### config.mk
export PLATFORM = sky130hd
export DESIGN_NAME = keypad_scanner
export DESIGN_NICKNAME = d
export VERILOG_FILES = /design/src/rtl/keypad_pkg.sv /design/src/rtl/kp_sync.sv /design/src/rtl/keypad_scanner.sv
export SDC_FILE = /design/constraint.sdc
export NUM_CORES = 1
export LEC_CHECK = 0
export ABC_AREA = 1
export ABC_CLOCK_PERIOD_IN_PS = 1850
export BUFFER_PORTS_ARGS = -buffer_cell sky130_fd_sc_hd__buf_2
export CORE_MARGIN = 4
export CORE_UTILIZATION = 57
export DETAILED_ROUTE_END_ITERATION = 6
export GPL_ROUTABILITY_DRIVEN = 0
export MAX_ROUTING_LAYER = met4
export PLACE_DENSITY = 0.77
export RECOVER_POWER = 100
export SETUP_SLACK_MARGIN = 0.1
export SYNTH_ARGS = -nofsm -noshare
export SYNTH_HDL_FRONTEND = slang
export SYNTH_SLANG_ARGS = --single-unit
### constraint.sdc
create_clock -name clk -period 1.85 [get_ports clk]
set_input_delay 0.2775 -clock clk [delete_from_list [all_inputs] [get_ports clk]]
set_output_delay 0.2775 -clock clk [all_outputs]
set_load 0.01 [all_outputs]
### src/rtl/keypad_pkg.sv
// Shared types and constants for the 4x4 keypad scanner.
// Holds the scan state enum, matrix geometry and lock key codes.
package keypad_pkg;

    localparam int KEY_W = 4;
    localparam int ROWS  = 4;
    localparam int COLS  = 4;
    localparam int IDX_W = 2;

    localparam logic [COLS-1:0] COL_RST = 4'b1110;

    typedef enum logic [1:0] {
        SCAN,
        DEBOUNCE,
        PRESSED
    } state_t;

    // Layout: 1 2 3 A / 4 5 6 B / 7 8 9 C / * 0 # D
    localparam logic [KEY_W-1:0] KEY_1     = 4'd0;
    localparam logic [KEY_W-1:0] KEY_2     = 4'd1;
    localparam logic [KEY_W-1:0] KEY_3     = 4'd2;
    localparam logic [KEY_W-1:0] KEY_4     = 4'd4;
    localparam logic [KEY_W-1:0] KEY_5     = 4'd5;
    localparam logic [KEY_W-1:0] KEY_6     = 4'd6;
    localparam logic [KEY_W-1:0] KEY_7     = 4'd8;
    localparam logic [KEY_W-1:0] KEY_8     = 4'd9;
    localparam logic [KEY_W-1:0] KEY_9     = 4'd10;
    localparam logic [KEY_W-1:0] KEY_0     = 4'd13;
    localparam logic [KEY_W-1:0] KEY_CLEAR = 4'd12;
    localparam logic [KEY_W-1:0] KEY_ENTER = 4'd14;

    // Index of the lowest-numbered low bit.
    function automatic logic [IDX_W-1:0] low_idx(input logic [3:0] v);
        low_idx = '0;
        for (int i = 3; i >= 0; i--) begin
            if (!v[i]) low_idx = IDX_W'(i);
        end
    endfunction

    // True when exactly one bit is low.
    function automatic logic one_low(input logic [3:0] v);
        case (v)
            4'b1110, 4'b1101,
            4'b1011, 4'b0111: one_low = 1'b1;
            default:          one_low = 1'b0;
        endcase
    endfunction

endpackage

### src/rtl/kp_sync.sv
// Two-flop synchronizer, resets to all ones (keypad idle level).
// Ports: clk, rst_n, d (async input), q (synchronized output).
module kp_sync #(
    parameter int W = 4
) (
    input  logic         clk,
    input  logic         rst_n,
    input  logic [W-1:0] d,
    output logic [W-1:0] q
);

    logic [W-1:0] s1;

    always_ff @(posedge clk or negedge rst_n) begin
        if (!rst_n) begin
            s1 <= '1;
            q  <= '1;
        end else begin
            s1 <= d;
            q  <= s1;
        end
    end

endmodule

### src/rtl/keypad_scanner.sv
// 4x4 matrix keypad scanner with debounce; one key_valid per press.
// Ports: clk, rst_n, row_in, col_out, key_code, key_valid, key_held.
module keypad_scanner
    import keypad_pkg::*;
#(
    parameter int SCAN_DIV     = 4,
    parameter int DEBOUNCE_CNT = 3
) (
    input  logic             clk,
    input  logic             rst_n,
    input  logic [ROWS-1:0]  row_in,
    output logic [COLS-1:0]  col_out,
    output logic [KEY_W-1:0] key_code,
    output logic             key_valid,
    output logic             key_held
);

    localparam int DW = $clog2(SCAN_DIV) + 1;
    localparam int CW = $clog2(DEBOUNCE_CNT) + 1;

    logic [ROWS-1:0]  rows_s;
    logic [DW-1:0]    dwell;
    logic             tick;
    logic [CW-1:0]    cnt, cnt_nxt;
    state_t           state, state_nxt;
    logic [IDX_W-1:0] row_q, col_q;
    logic             single, none, same;
    logic             accept, rel, adv, cap;
    logic [COLS-1:0]  col_nxt;
    logic [KEY_W-1:0] code_nxt;
    logic             held_nxt;
    logic [IDX_W-1:0] row_sel, col_sel;

    kp_sync #(.W(ROWS)) u_sync (
        .clk   (clk),
        .rst_n (rst_n),
        .d     (row_in),
        .q     (rows_s)
    );

    assign tick   = (dwell == DW'(SCAN_DIV - 1));
    assign single = one_low(rows_s);
    assign none   = (rows_s == '1);
    // Column is held while debouncing, so same row means same key.
    assign same   = single && (low_idx(rows_s) == row_q);

    always_ff @(posedge clk or negedge rst_n) begin
        if (!rst_n) begin
            state     <= SCAN;
            dwell     <= '0;
            cnt       <= '0;
            row_q     <= '0;
            col_q     <= '0;
            col_out   <= COL_RST;
            key_code  <= '0;
            key_valid <= 1'b0;
            key_held  <= 1'b0;
        end else begin
            state     <= state_nxt;
            dwell     <= tick ? '0 : dwell + DW'(1);
            cnt       <= cnt_nxt;
            col_out   <= col_nxt;
            key_code  <= code_nxt;
            key_valid <= accept;
            key_held  <= held_nxt;
            if (cap) begin
                row_q <= row_sel;
                col_q <= col_sel;
            end
        end
    end

    always_comb begin
        state_nxt = state;
        cnt_nxt   = cnt;
        accept    = 1'b0;
        rel       = 1'b0;
        adv       = 1'b0;
        cap       = 1'b0;
        if (tick) begin
            unique case (state)
                SCAN: begin
                    if (single) begin
                        cap = 1'b1;
                        if (DEBOUNCE_CNT == 1) begin
                            accept    = 1'b1;
                            cnt_nxt   = '0;
                            state_nxt = PRESSED;
                        end else begin
                            cnt_nxt   = CW'(1);
                            state_nxt = DEBOUNCE;
                        end
                    end else begin
                        adv = 1'b1;
                    end
                end
                DEBOUNCE: begin
                    if (same) begin
                        if (cnt == CW'(DEBOUNCE_CNT - 1)) begin
                            accept    = 1'b1;
                            cnt_nxt   = '0;
                            state_nxt = PRESSED;
                        end else begin
                            cnt_nxt = cnt + CW'(1);
                        end
                    end else begin
                        cnt_nxt   = '0;
                        state_nxt = SCAN;
                        adv       = 1'b1;
                    end
                end
                PRESSED: begin
                    if (none) begin
                        if (cnt == CW'(DEBOUNCE_CNT - 1)) begin
                            rel       = 1'b1;
                            cnt_nxt   = '0;
                            state_nxt = SCAN;
                            adv       = 1'b1;
                        end else begin
                            cnt_nxt = cnt + CW'(1);
                        end
                    end else begin
                        cnt_nxt = '0;
                    end
                end
                default: state_nxt = SCAN;
            endcase
        end
    end

    always_comb begin
        // Fresh capture is used when acceptance happens on the first tick.
        row_sel  = cap ? low_idx(rows_s) : row_q;
        col_sel  = cap ? low_idx(col_out) : col_q;
        col_nxt  = adv ? {col_out[COLS-2:0], col_out[COLS-1]} : col_out;
        code_nxt = accept ? {row_sel, col_sel} : key_code;
        held_nxt = key_held;
        if (accept)   held_nxt = 1'b1;
        else if (rel) held_nxt = 1'b0;
    end

endmodule

==> impl_metrics.py <==
metrics = {
    "run_status": {
        "outcome": "finished clean",
    },
    "worst_setup_path": {
        "slowest_delay_ns": 0.58,
        "cp_common_cell": "nand2_1",
        "required_ns": 2.07,
        "critPathSlowestCell": "dfstp_2",
        "crit_path_end_kind": "flop",
        "path_max_fanout": 5,
        "worstPathArrival_ns": 1.83,
        "worstPathCellList": "nand2_2 > nor2_2 > nand3_1 > nand2_1 > inv_1 > nand2_1 > nand2_4 > nand2_1 > nand2_1",
        "worstSetupStartpointType": "flop",
        "r2r_cells": 9,
        "worst-setup-path-type": "reg -> reg",
    },
    "detailed_routing": {
        "viasPerCell": 5.00,
        "wl_per_cell_um": 12.4,
        "first_pass_iters": 4,
        "ant_nets": 0,
        "drc_errors": 0,
        "first_iter_violations": 59,
        "finalWirelength_um": 2690,
        "via_count": 1085,
    },
    "pwr": {
        "vdd.ir_drop.worst_mv": 0.807,
        "power.density_cell_area_nw_per_um2": 881,
        "p_leak_nw": 0.848,
    },
    "final_layout": {
        "synthToLayoutAreaGrowth_pct": 11.0,
        "final_common_cell": "nand2_1",
        "antenna_cells": 0,
        "drive_gt1_share_pct": 21.4,
        "fin_nets": 197,
        "layout_common_cells": "59 x nand2_1, 19 x nand3_1, 19 x dfrtp_1",
    },
    "timing": {
        "worst_slew_pin_slew_ns": 0.711,
        "finalCritPeriodShare_pct": 87.3,
        "fmax_ghz": 0.619,
        "skew_ns": 0.0125,
        "rsz0062_at_grt": "false",
        "finalHoldViolations": 0,
        "period_needed_ns": 1.62,
        "finalSetupTns_ns": 0,
        "setup_slack_ns": 0.234,
        "setup_viol": 0,
        "slew_headroom_pct": 52.6,
        "slew_violations": 0,
    },
    "floorplanning": {
        "initial_core_util_pct": 59.5,
        "die-area_um2": 3470,
        "die_x_um": 58.9,
        "rows": 18,
        "die_height_um": 58.9,
        "coreArea_um2": 2480,
        "io_pins": 16,
    },
    "clock_network": {
        "cts_buffers": 5,
        "post_cts_buffers": 0,
        "clkLatencyLatePin_ns": 0.33,
        "cts_tree": "done",
        "htree_num_levels": 2,
        "clk_pin_slew_worst_paths_ns": 0.09,
        "cts_buffer_depth": 2,
        "cts.sinks": 30,
        "clock-root-buffer": "clkbuf_4",
    },
    "global_routing": {
        "grt_pass1_vias": 1077,
        "grt_max_degree": 31,
        "use_met2_pct": 28.2,
        "top_usage_layer": "met2",
        "gr-total-overflow": 0,
        "grtUsageTotal_pct": 19.8,
        "met3_usage_pct": 6.80,
        "grt_pass1_wl_um": 4850,
        "antenna_found_initial": 0,
        "use_met1_pct": 25.9,
    },
    "hold_path": {
        "hold_path.class": "in -> reg",
        "hold_depth": 1,
    },
    "synth": {
        "ys_types": 21,
        "synth_top_area_share_pct": 32.2,
        "synth-seq-cells": 30,
        "syn_area_um2": 1480,
        "synth.largest_area_cell": "dfrtp_1",
        "ys_warn_count": 0,
        "synth_nets": 174,
        "avgSynthCellArea_um2": 9.05,
        "synthTopCellsByArea": "dfrtp_1 32%, dfstp_2 20%, nand2_1 15%",
        "synthCells": 163,
        "ys_seq_area_share_pct": 51.8,
    },
    "place": {
        "io_buffers": 15,
        "place_hpwl_um": 2070,
        "pre_cts_ws_ns": 0.233,
    },
    "job": {
        "cap_violations": 0,
    },
}
-- critical path, delay by kind of cell, from the launching register on --
kind | cells | cell delay [ns]
buffers and inverters | 1 | 0.04
and+or+nand+nor | 8 | 0.90
DFF | 1 | 0.58
-- layer usage --
| metal | wire (um) | share of wire, % |
|---|---|---|
| met5 | 0 | 0 |
| met4 | 54 | 2.0 |
| met3 | 140 | 5.2 |
| met2 | 1270 | 47 |
| met1 | 1220 | 46 |
-- synth_stat cells, drive strengths merged --
master / instances
dfstp: 11
o21ai: 7
a21oi: 1
nand3b: 1
inv: 18
xor2: 1
ha: 5
nor3: 3
nor2: 8
nand3: 21
nand2: 66
clkinv: 2
dfrtp: 19
-- cell families (layout without fill, tap and decap cells) --
group | count (synthesis) | in the layout | synth area share, %
compound gates | 8 | 8 | 2.71
xor+xnor | 1 | 1 | 0.594
fa+ha+maj | 5 | 5 | 4.24
buf+inv | 20 | 44 | 5.77
flops | 30 | 30 | 51.8
simple gates | 99 | 99 | 34.9
-- stage by stage --
stage,std cells,hold WS (ns),util [%],area [um^2],power [mW]
after floorplan,163,-0.0181,-,1480,1.02
after detailed placement,208,0.333,64.1,1590,1.10
final,217,0.0373,66.1,1640,1.44
after CTS,217,0.0285,66.5,1650,1.46
after global placement,208,0.326,64.1,1590,1.08
after global routing,217,0.0131,66.1,1640,1.54
-- area by class of cell --
cell class	count	area, um^2
fillers	205	840
repair buffers	16	76.3
well taps	30	37.5
flip-flops and latches	30	764
clock buffers	8	48.8
inverters	20	85.1
multi-input cells	113	626
-- power by group --
group | switching [mW] | internal (mW) | total (mW)
sequential | 0.0504 | 0.711 | 0.761
combinational | 0.214 | 0.103 | 0.318
clock | 0.213 | 0.151 | 0.364
-- timing repair --
item,4_1_cts,5_1_grt
resized for setup,0,1
endpoints found under the hold margin,19,0
hold buffers,1,0
endpoints found under the setup margin,0,4
-- worst paths after layout --
check,from,end,slack [ns]
setup / recovery,u_sync.q[0]$_DFF_PN1_,col_out[0]$_DFFE_PN0P_,0.23
hold / removal,row_in[2],u_sync.s1[2]$_DFF_PN1_,0.04
setup reg to reg,u_sync.q[0]$_DFF_PN1_,col_out[0]$_DFFE_PN0P_,0.23
hold reg to reg,u_sync.s1[1]$_DFF_PN1_,u_sync.q[1]$_DFF_PN1_,0.35
max in group asynchronous,rst_n,row_q[1]$_DFFE_PN0N_,0.86
min in group asynchronous,rst_n,key_valid$_DFF_PN0_,0.52
-- registers in the layout (all words and copies together) (netlist names) --
| register | flops |
|---|---|
| cnt | 3 |
| col_out | 4 |
| col_q | 2 |
| dwell | 3 |
| key_code | 4 |
| key_held | 1 |
| key_valid | 1 |
| row_q | 2 |
| state | 2 |
| u_sync.q | 4 |
| u_sync.s1 | 4 |
Note: power is estimated with default switching activity, not from simulation.
